### src/rtl/uproc_seq_pkg.sv
// Shared types and default sizes for the accumulator-core instruction sequencer.
package uproc_seq_pkg;

    localparam int DEF_ADDR_W      = 6;
    localparam int DEF_STACK_DEPTH = 4;

    typedef enum logic [2:0] {
        IDLE,
        RUN,
        STEPWAIT,
        HALT,
        FAULT
    } seq_state_t;

endpackage

### src/rtl/program_sequencer_return_stack.sv
// Small hardware LIFO holding call return addresses.
module return_stack #(
    parameter int W     = 6,
    parameter int DEPTH = 4
) (
    input  logic         clk,
    input  logic         Reset,
    input  logic         Push,
    input  logic         Pop,
    input  logic [W-1:0] DIn,
    output logic [W-1:0] DOut,
    output logic         Full,
    output logic         Empty
);

    localparam int IW = $clog2(DEPTH);
    localparam int PW = IW + 1;

    logic [W-1:0]  mem [DEPTH];
    logic [PW-1:0] sp;
    logic [PW-1:0] sp_dec;

    assign sp_dec = sp - PW'(1);
    assign DOut   = mem[sp_dec[IW-1:0]];
    assign Full   = (sp == PW'(DEPTH));
    assign Empty  = (sp == '0);

    always_ff @(posedge clk or posedge Reset) begin
        if (Reset) begin
            sp <= '0;
            for (int i = 0; i < DEPTH; i++) begin
                mem[i] <= '0;
            end
        end else if (Push && !Full) begin
            mem[sp[IW-1:0]] <= DIn;
            sp              <= sp + PW'(1);
        end else if (Pop && !Empty) begin
            sp <= sp_dec;
        end
    end

endmodule

### src/rtl/program_sequencer.sv
// Controlled PC sequencer: jump/branch/call/return, halt/resume and single-step.
module program_sequencer
    import uproc_seq_pkg::*;
#(
    parameter int ADDR_W      = DEF_ADDR_W,
    parameter int STACK_DEPTH = DEF_STACK_DEPTH
) (
    input  logic              clk,
    input  logic              Reset,
    input  logic              Start,
    input  logic              DbgMode,
    input  logic              Step,
    input  logic              Jump,
    input  logic              BrC,
    input  logic              BrZ,
    input  logic              Call,
    input  logic              Ret,
    input  logic              HaltIns,
    input  logic [ADDR_W-1:0] Target,
    input  logic              CarryFlag,
    input  logic              AccuZero,
    output logic [ADDR_W-1:0] Addr,
    output logic              ExecEn,
    output logic              Halted,
    output logic              Fault,
    output logic              StepAck
);

    seq_state_t        state, state_n;
    logic [ADDR_W-1:0] pc, pc_n, pc_inc, top;
    logic              go, push, pop, ack_n;
    logic              full, empty;

    return_stack #(
        .W     (ADDR_W),
        .DEPTH (STACK_DEPTH)
    ) u_stack (
        .clk   (clk),
        .Reset (Reset),
        .Push  (push),
        .Pop   (pop),
        .DIn   (pc_inc),
        .DOut  (top),
        .Full  (full),
        .Empty (empty)
    );

    assign pc_inc = pc + ADDR_W'(1);
    assign go     = (state == RUN && !DbgMode)
                 || (state == STEPWAIT && Step);
    // Reset term keeps the gate low even before the state flop settles.
    assign ExecEn = go && !HaltIns && !Reset;
    assign Addr   = pc;
    assign Halted = (state == HALT);
    assign Fault  = (state == FAULT);

    always_comb begin
        state_n = state;
        pc_n    = pc;
        push    = 1'b0;
        pop     = 1'b0;
        ack_n   = 1'b0;
        unique case (state)
            IDLE:     if (Start) state_n = RUN;
            RUN:      if (DbgMode) state_n = STEPWAIT;
            STEPWAIT: if (!DbgMode) state_n = RUN;
            HALT: begin
                if (Start) begin
                    pc_n    = pc_inc;
                    state_n = DbgMode ? STEPWAIT : RUN;
                end
            end
            FAULT:    state_n = FAULT;
            default:  state_n = IDLE;
        endcase
        if (go) begin
            ack_n = (state == STEPWAIT);
            if (Ret) begin
                if (empty) begin
                    state_n = FAULT;
                end else begin
                    pop  = 1'b1;
                    pc_n = top;
                end
            end else if (Call) begin
                if (full) begin
                    state_n = FAULT;
                end else begin
                    push = 1'b1;
                    pc_n = Target;
                end
            end else if (Jump || (BrC && CarryFlag)
                         || (BrZ && AccuZero)) begin
                pc_n = Target;
            end else if (HaltIns) begin
                state_n = HALT;
            end else begin
                pc_n = pc_inc;
            end
        end
    end

    always_ff @(posedge clk or posedge Reset) begin
        if (Reset) begin
            state   <= IDLE;
            pc      <= '0;
            StepAck <= 1'b0;
        end else begin
            state   <= state_n;
            pc      <= pc_n;
            StepAck <= ack_n;
        end
    end

endmodule

### config.mk
export PLATFORM = sky130hd
export DESIGN_NAME = program_sequencer
export DESIGN_NICKNAME = d
export VERILOG_FILES = /design/src/rtl/uproc_seq_pkg.sv /design/src/rtl/program_sequencer_return_stack.sv /design/src/rtl/program_sequencer.sv
export SDC_FILE = /design/constraint.sdc
export NUM_CORES = 1
export LEC_CHECK = 0
export ABC_AREA = 1
export CAP_MARGIN = 15
export CORE_MARGIN = 2
export CORE_UTILIZATION = 53
export DETAILED_ROUTE_END_ITERATION = 10
export PLACE_DENSITY = 0.81
export SKIP_CTS_REPAIR_TIMING = 1
export SYNTH_ARGS = -nofsm -noshare
export SYNTH_HDL_FRONTEND = slang
export SYNTH_SLANG_ARGS = --single-unit
### constraint.sdc
create_clock -name clk -period 2.25 [get_ports clk]
set_clock_uncertainty 0.15 [all_clocks]
set_input_delay 0.3375 -clock clk [delete_from_list [all_inputs] [get_ports clk]]
set_output_delay 0.3375 -clock clk [all_outputs]
set_load 0.1 [all_outputs]
# Yosys cells after proc, flatten, opt, wreduce, memory -nomap -nowiden
# Cells that the tools add are included.
# word_totals
register_bits	37
latchBits	0
ramBits	0
mem_bits_ro	0
input_bits	19
out_inout_bits	10
elab_cells	79
n_memories	0
# classes
n_addsub	3
multipliers	0
n_div	0
order_cmp	3
n_eq_ne	5
shift	0
n_mux	38
n_bitwise	2
reduce_logical	20
# ops
op	n
two-way mux 6 bit	12
two-way mux 3 bit	13
bitwise mux 24 bit	1
one-hot mux 3 bit (5 select lines)	1
binary-select mux 6 bit (select 2 bit)	1
demux 6 bit (select 2 bit)	1
logical AND 1 bit	9
two-way mux 1 bit	8
adder 6 x 1 -> 6 bit, second input constant	1
equality test 3 x 2 -> 1 bit, second input constant	2
equality test 3 bit, second input constant	2
>= comparator 3 bit, second input constant	2
logical NOT 3 bit	2
NOT 2 -> 3 bit	2
logical NOT 1 bit	5
adder 3 x 1 -> 3 bit, second input constant	1
equality test 3 x 1 -> 1 bit, second input constant	1
logical OR 1 bit	3
< comparator 3 x 1 -> 1 bit, second input constant	1
subtractor 3 x 1 -> 3 bit, second input constant	1
two-way mux 2 bit	1
nonzero test 2 bit	1

# Depth between registers and ports, before layout
# depth
depth_word	8
mapped_depth	12
mapped_depth_nobuf	11

# Cells and area by module
# A second synthesis with hierarchy kept.
# unflattened
hier_cells	349
area_unflattened_um2	2523.7
# modules_own_cells
module	n_inst	cells_per_inst	area_per_inst_um2
return_stack	1	193	1498.9
program_sequencer	1	156	1024.7

# Worst setup path before layout
# No wires, ideal clock.
# synth_path
path_kind	register -> output
start	register state[2]
end	output ExecEn
arrival_time_ns	2.863
t_required_ns	1.762
slack_ns	-1.101
stages_incl_launch_ff	6
path_buffers	0
path_cell_list	dfrtp_1 -> inv_1 -> nand4_1 -> nand2_4 -> inv_2 -> nor3_1
# synth_between
elab_chain_len	5
elab_cells_between_ends	7
cone_classes	2 x eq/ne; 5 x reduce/logical
# synth_lines
item	line_no	rtl
start: declaration	program_sequencer.sv:29	seq_state_t state, state_n;
start signal: assignment	program_sequencer.sv:109	state <= state_n;
equality test 3 x 1 -> 1 bit or equality test 3 x 2 -> 1 bit (tied branches)	program_sequencer.sv:49, program_sequencer.sv:50	
logical AND 1 bit (on tied branches)	program_sequencer.sv:49, program_sequencer.sv:50	
logical OR 1 bit *	program_sequencer.sv:50	|| (state == STEPWAIT && Step);
logical AND 1 bit * (2 in series)	program_sequencer.sv:52	assign ExecEn = go && !HaltIns && !Reset;
end: declaration	program_sequencer.sv:23	output logic ExecEn,
# Every way passes the cells marked *; elsewhere a longest branch is shown, timed or not.

# Final worst setup path
# Ends and elaborated chain as after synthesis.

==> flow_summary.json <==
{
  "p_leak_nw": 1.46,
  "cts_buffers": 5,
  "firstDrtPassIters": 4,
  "cts.sinks": 37,
  "slew_violations": 0,
  "grt_pass1_wl_um": 9750,
  "drc": 0,
  "clk_pin_slew_ns": 0.08,
  "period_share": 0.906,
  "syn2layout_area_growth_pct": 22.7,
  "synthCells": 329,
  "fin_hold_ws_ns": 0.283,
  "finalHoldViolations": 0,
  "setup_tns_ns": 0,
  "worst_setup_path_start_kind": "flop",
  "die_area_mm2": 0.00500,
  "die_w_um": 70.7,
  "num_vias": 2198,
  "syn_area_per_cell_um2": 7.16,
  "ys_ff_latch": 37,
  "wl_per_cell_um": 13.4,
  "io_buffers": 28,
  "cts_root_buf": "clkbuf_8",
  "cp-startpoint": "state[2]",
  "cts_htree_levels": 2,
  "worstPathArrival_ns": 1.55,
  "nets": 391,
  "clock_path_buffers": 2,
  "antenna_found_initial": 0,
  "grt_max_degree": 30,
  "cp_max_fo": 5,
  "wirelength_um": 5600,
  "ir_drop_mv": 0.257,
  "cts_tree": "yes",
  "n_antenna_cell": 0,
  "die_h_um": 70.7,
  "first_global_vias": 2194,
  "start_util": 0.545,
  "yosysUniqueCellTypes": 32,
  "drt-initial-drc-count": 187,
  "instances_no_fill": 419,
  "slowest_stage": "dfrtp_1",
  "via_per_inst": 5.25,
  "cp.required_ns": 1.76,
  "worst_pin_slew_ns": 0.541,
  "synth_nets": 354,
  "place_hpwl_um": 4050,
  "track_usage": 0.248,
  "cap_violations": 0,
  "drive_above_1_share": 0.155,
  "ys_seq_area_frac": 0.393,
  "layout_min_cycle_time_ns": 2.04,
  "yosysWarnings": 0,
  "fmax_ghz": 0.491,
  "end_kind": "output port",
  "netlist_area_mm2": 0.00236,
  "ios": 29,
  "post-route-util": 0.669,
  "crit_chain": "inv_1 -> nand4_1 -> nand2_4 -> inv_2 -> nor3_4 -> buf_12",
  "antenna_left": 0,
  "critical-path-max-stage-delay_ns": 0.43,
  "finalSetupViolCount": 0,
  "crit_type": "flop to output port",
  "fillCellCount": 386,
  "slew_headroom": 0.638,
  "timing.rr.start": "u_stack.sp[1]",
  "dp_cells": 411,
  "status": "finished, final reports clean",
  "gp_congestion": 0.909,
  "p_per_area_mw_per_mm2": 476,
  "rsz0062_at_grt": "false",
  "hp-class": "input port to asynchronous set/reset pin",
  "core_area_mm2": 0.00432,
  "overflow": 0,
  "num_rows": 24,
  "clk_latency_ns": 0.30
}
[state kept, by name, indices dropped and copies added, names as in the netlist]
register / count
Addr: 6
StepAck: 1
state: 3
u_stack.mem: 24
u_stack.sp: 3
[stage by stage]
step | power, mW | worst slack [ns] | cell area [um2]
floorplan | 0.721 | 0.179 | 2370
CTS | 1.39 | 0.201 | 2890
detailed placement | 0.776 | 0.222 | 2770
finish | 1.38 | 0.212 | 2890
global route | 1.43 | 0.0732 | 2890
global placement | 0.775 | 0.214 | 2770
[final cells by class]
type / count / area (um2) / share of cell area
repair buffers: 39 / 388 / 0.134
well taps: 52 / 65.1 / 0.0225
inverters: 42 / 158 / 0.0545
flip-flops and latches: 37 / 930 / 0.321
clock inverters: 2 / 37.5 / 0.0130
clock buffers: 6 / 82.6 / 0.0285
multi-input cells: 241 / 1230 / 0.426
[routing by layer]
metal,wire length (um),part of all wire,GRT usage,up-vias
met2,2710,0.48,0.398,91
met5,0,0,0,-
met4,91,0.016,0.103,0
met1,2390,0.43,0.320,969
li1,-,-,-,1127
met3,405,0.072,0.0641,11
[layout by cell type (no fill, tap or decap), drive strengths merged]
cell type | netlist | routed
clkinvlp | 0 | 1
nor3 | 2 | 2
o21bai | 1 | 1
dfrtp | 37 | 37
xnor2 | 1 | 1
nor2 | 29 | 29
and3 | 1 | 1
nand3 | 26 | 26
o21a | 3 | 3
a21oi | 18 | 18
clkbuf | 1 | 6
nand2 | 105 | 105
xor2 | 5 | 5
o211ai | 3 | 3
bufinv | 0 | 1
ha | 6 | 6
nand4 | 5 | 5
o21ai | 34 | 34
a221oi | 1 | 1
o31ai | 1 | 1
inv | 42 | 42
clkdlybuf4s50 | 0 | 18
buf | 8 | 21
[report_power, final]
part | internal (mW) | total (mW) | switching [mW]
logic | 0.0453 | 0.0982 | 0.0529
clock network | 0.360 | 0.615 | 0.255
registers | 0.664 | 0.664 | 0
total | 1.07 | 1.38 | 0.308
[kinds of logic (layout without fill, tap and decap cells)]
logic type,after synthesis,count (layout),synth area share
AO/OA/AOI/OAI,61,61,0.159
XOR/XNOR,6,6,0.0223
adder cells (fa/ha/maj),6,6,0.0318
buffers and inverters,51,89,0.0892
flip-flops,37,37,0.393
AND/OR/NAND/NOR,168,168,0.305
[final timing paths]
path,to,slack (ns),cells after the start
max,ExecEn,0.21,6
min,Addr[5],0.28,2
max reg2reg,u_stack.mem[6],0.34,8
min reg2reg,u_stack.mem[4],0.34,2
max in group asynchronous,Addr[0],1.15,3
min in group clk,u_stack.mem[4],0.34,2
[synth_stat cells]
cell,instances,area share
buf_6,1,0.0048
o21bai_1,1,0.0032
xnor2_1,1,0.0037
o211ai_1,3,0.0096
a221oi_1,1,0.0037
clkbuf_1,1,0.0016
nand3_1,25,0.053
nand4_2,1,0.0053
o21ai_1,14,0.030
nand4_1,4,0.011
and3_1,1,0.0027
xor2_1,5,0.019
o21a_1,3,0.0096
nand2_4,1,0.0048
o21ai_0,8,0.017
nor3_2,1,0.0042
nand2_2,2,0.0053
o21ai_2,12,0.045
a21oi_1,18,0.038
nand2_1,102,0.16
nor2_4,1,0.0048
buf_2,6,0.013
nor3_1,1,0.0021
inv_2,4,0.0064
buf_4,1,0.0032
inv_1,38,0.061
nor2_2,1,0.0027
ha_1,6,0.032
o31ai_1,1,0.0032
nor2_1,27,0.043
dfrtp_1,37,0.39
nand3_2,1,0.0042
[critical path: cells and delay by family, from the launching register on]
kind	cells	cell delay, ns
buffers and inverters	3	0.40
AND/OR/NAND/NOR	3	0.42
flip-flops	1	0.43
Power figures use the tool's default switching activity.
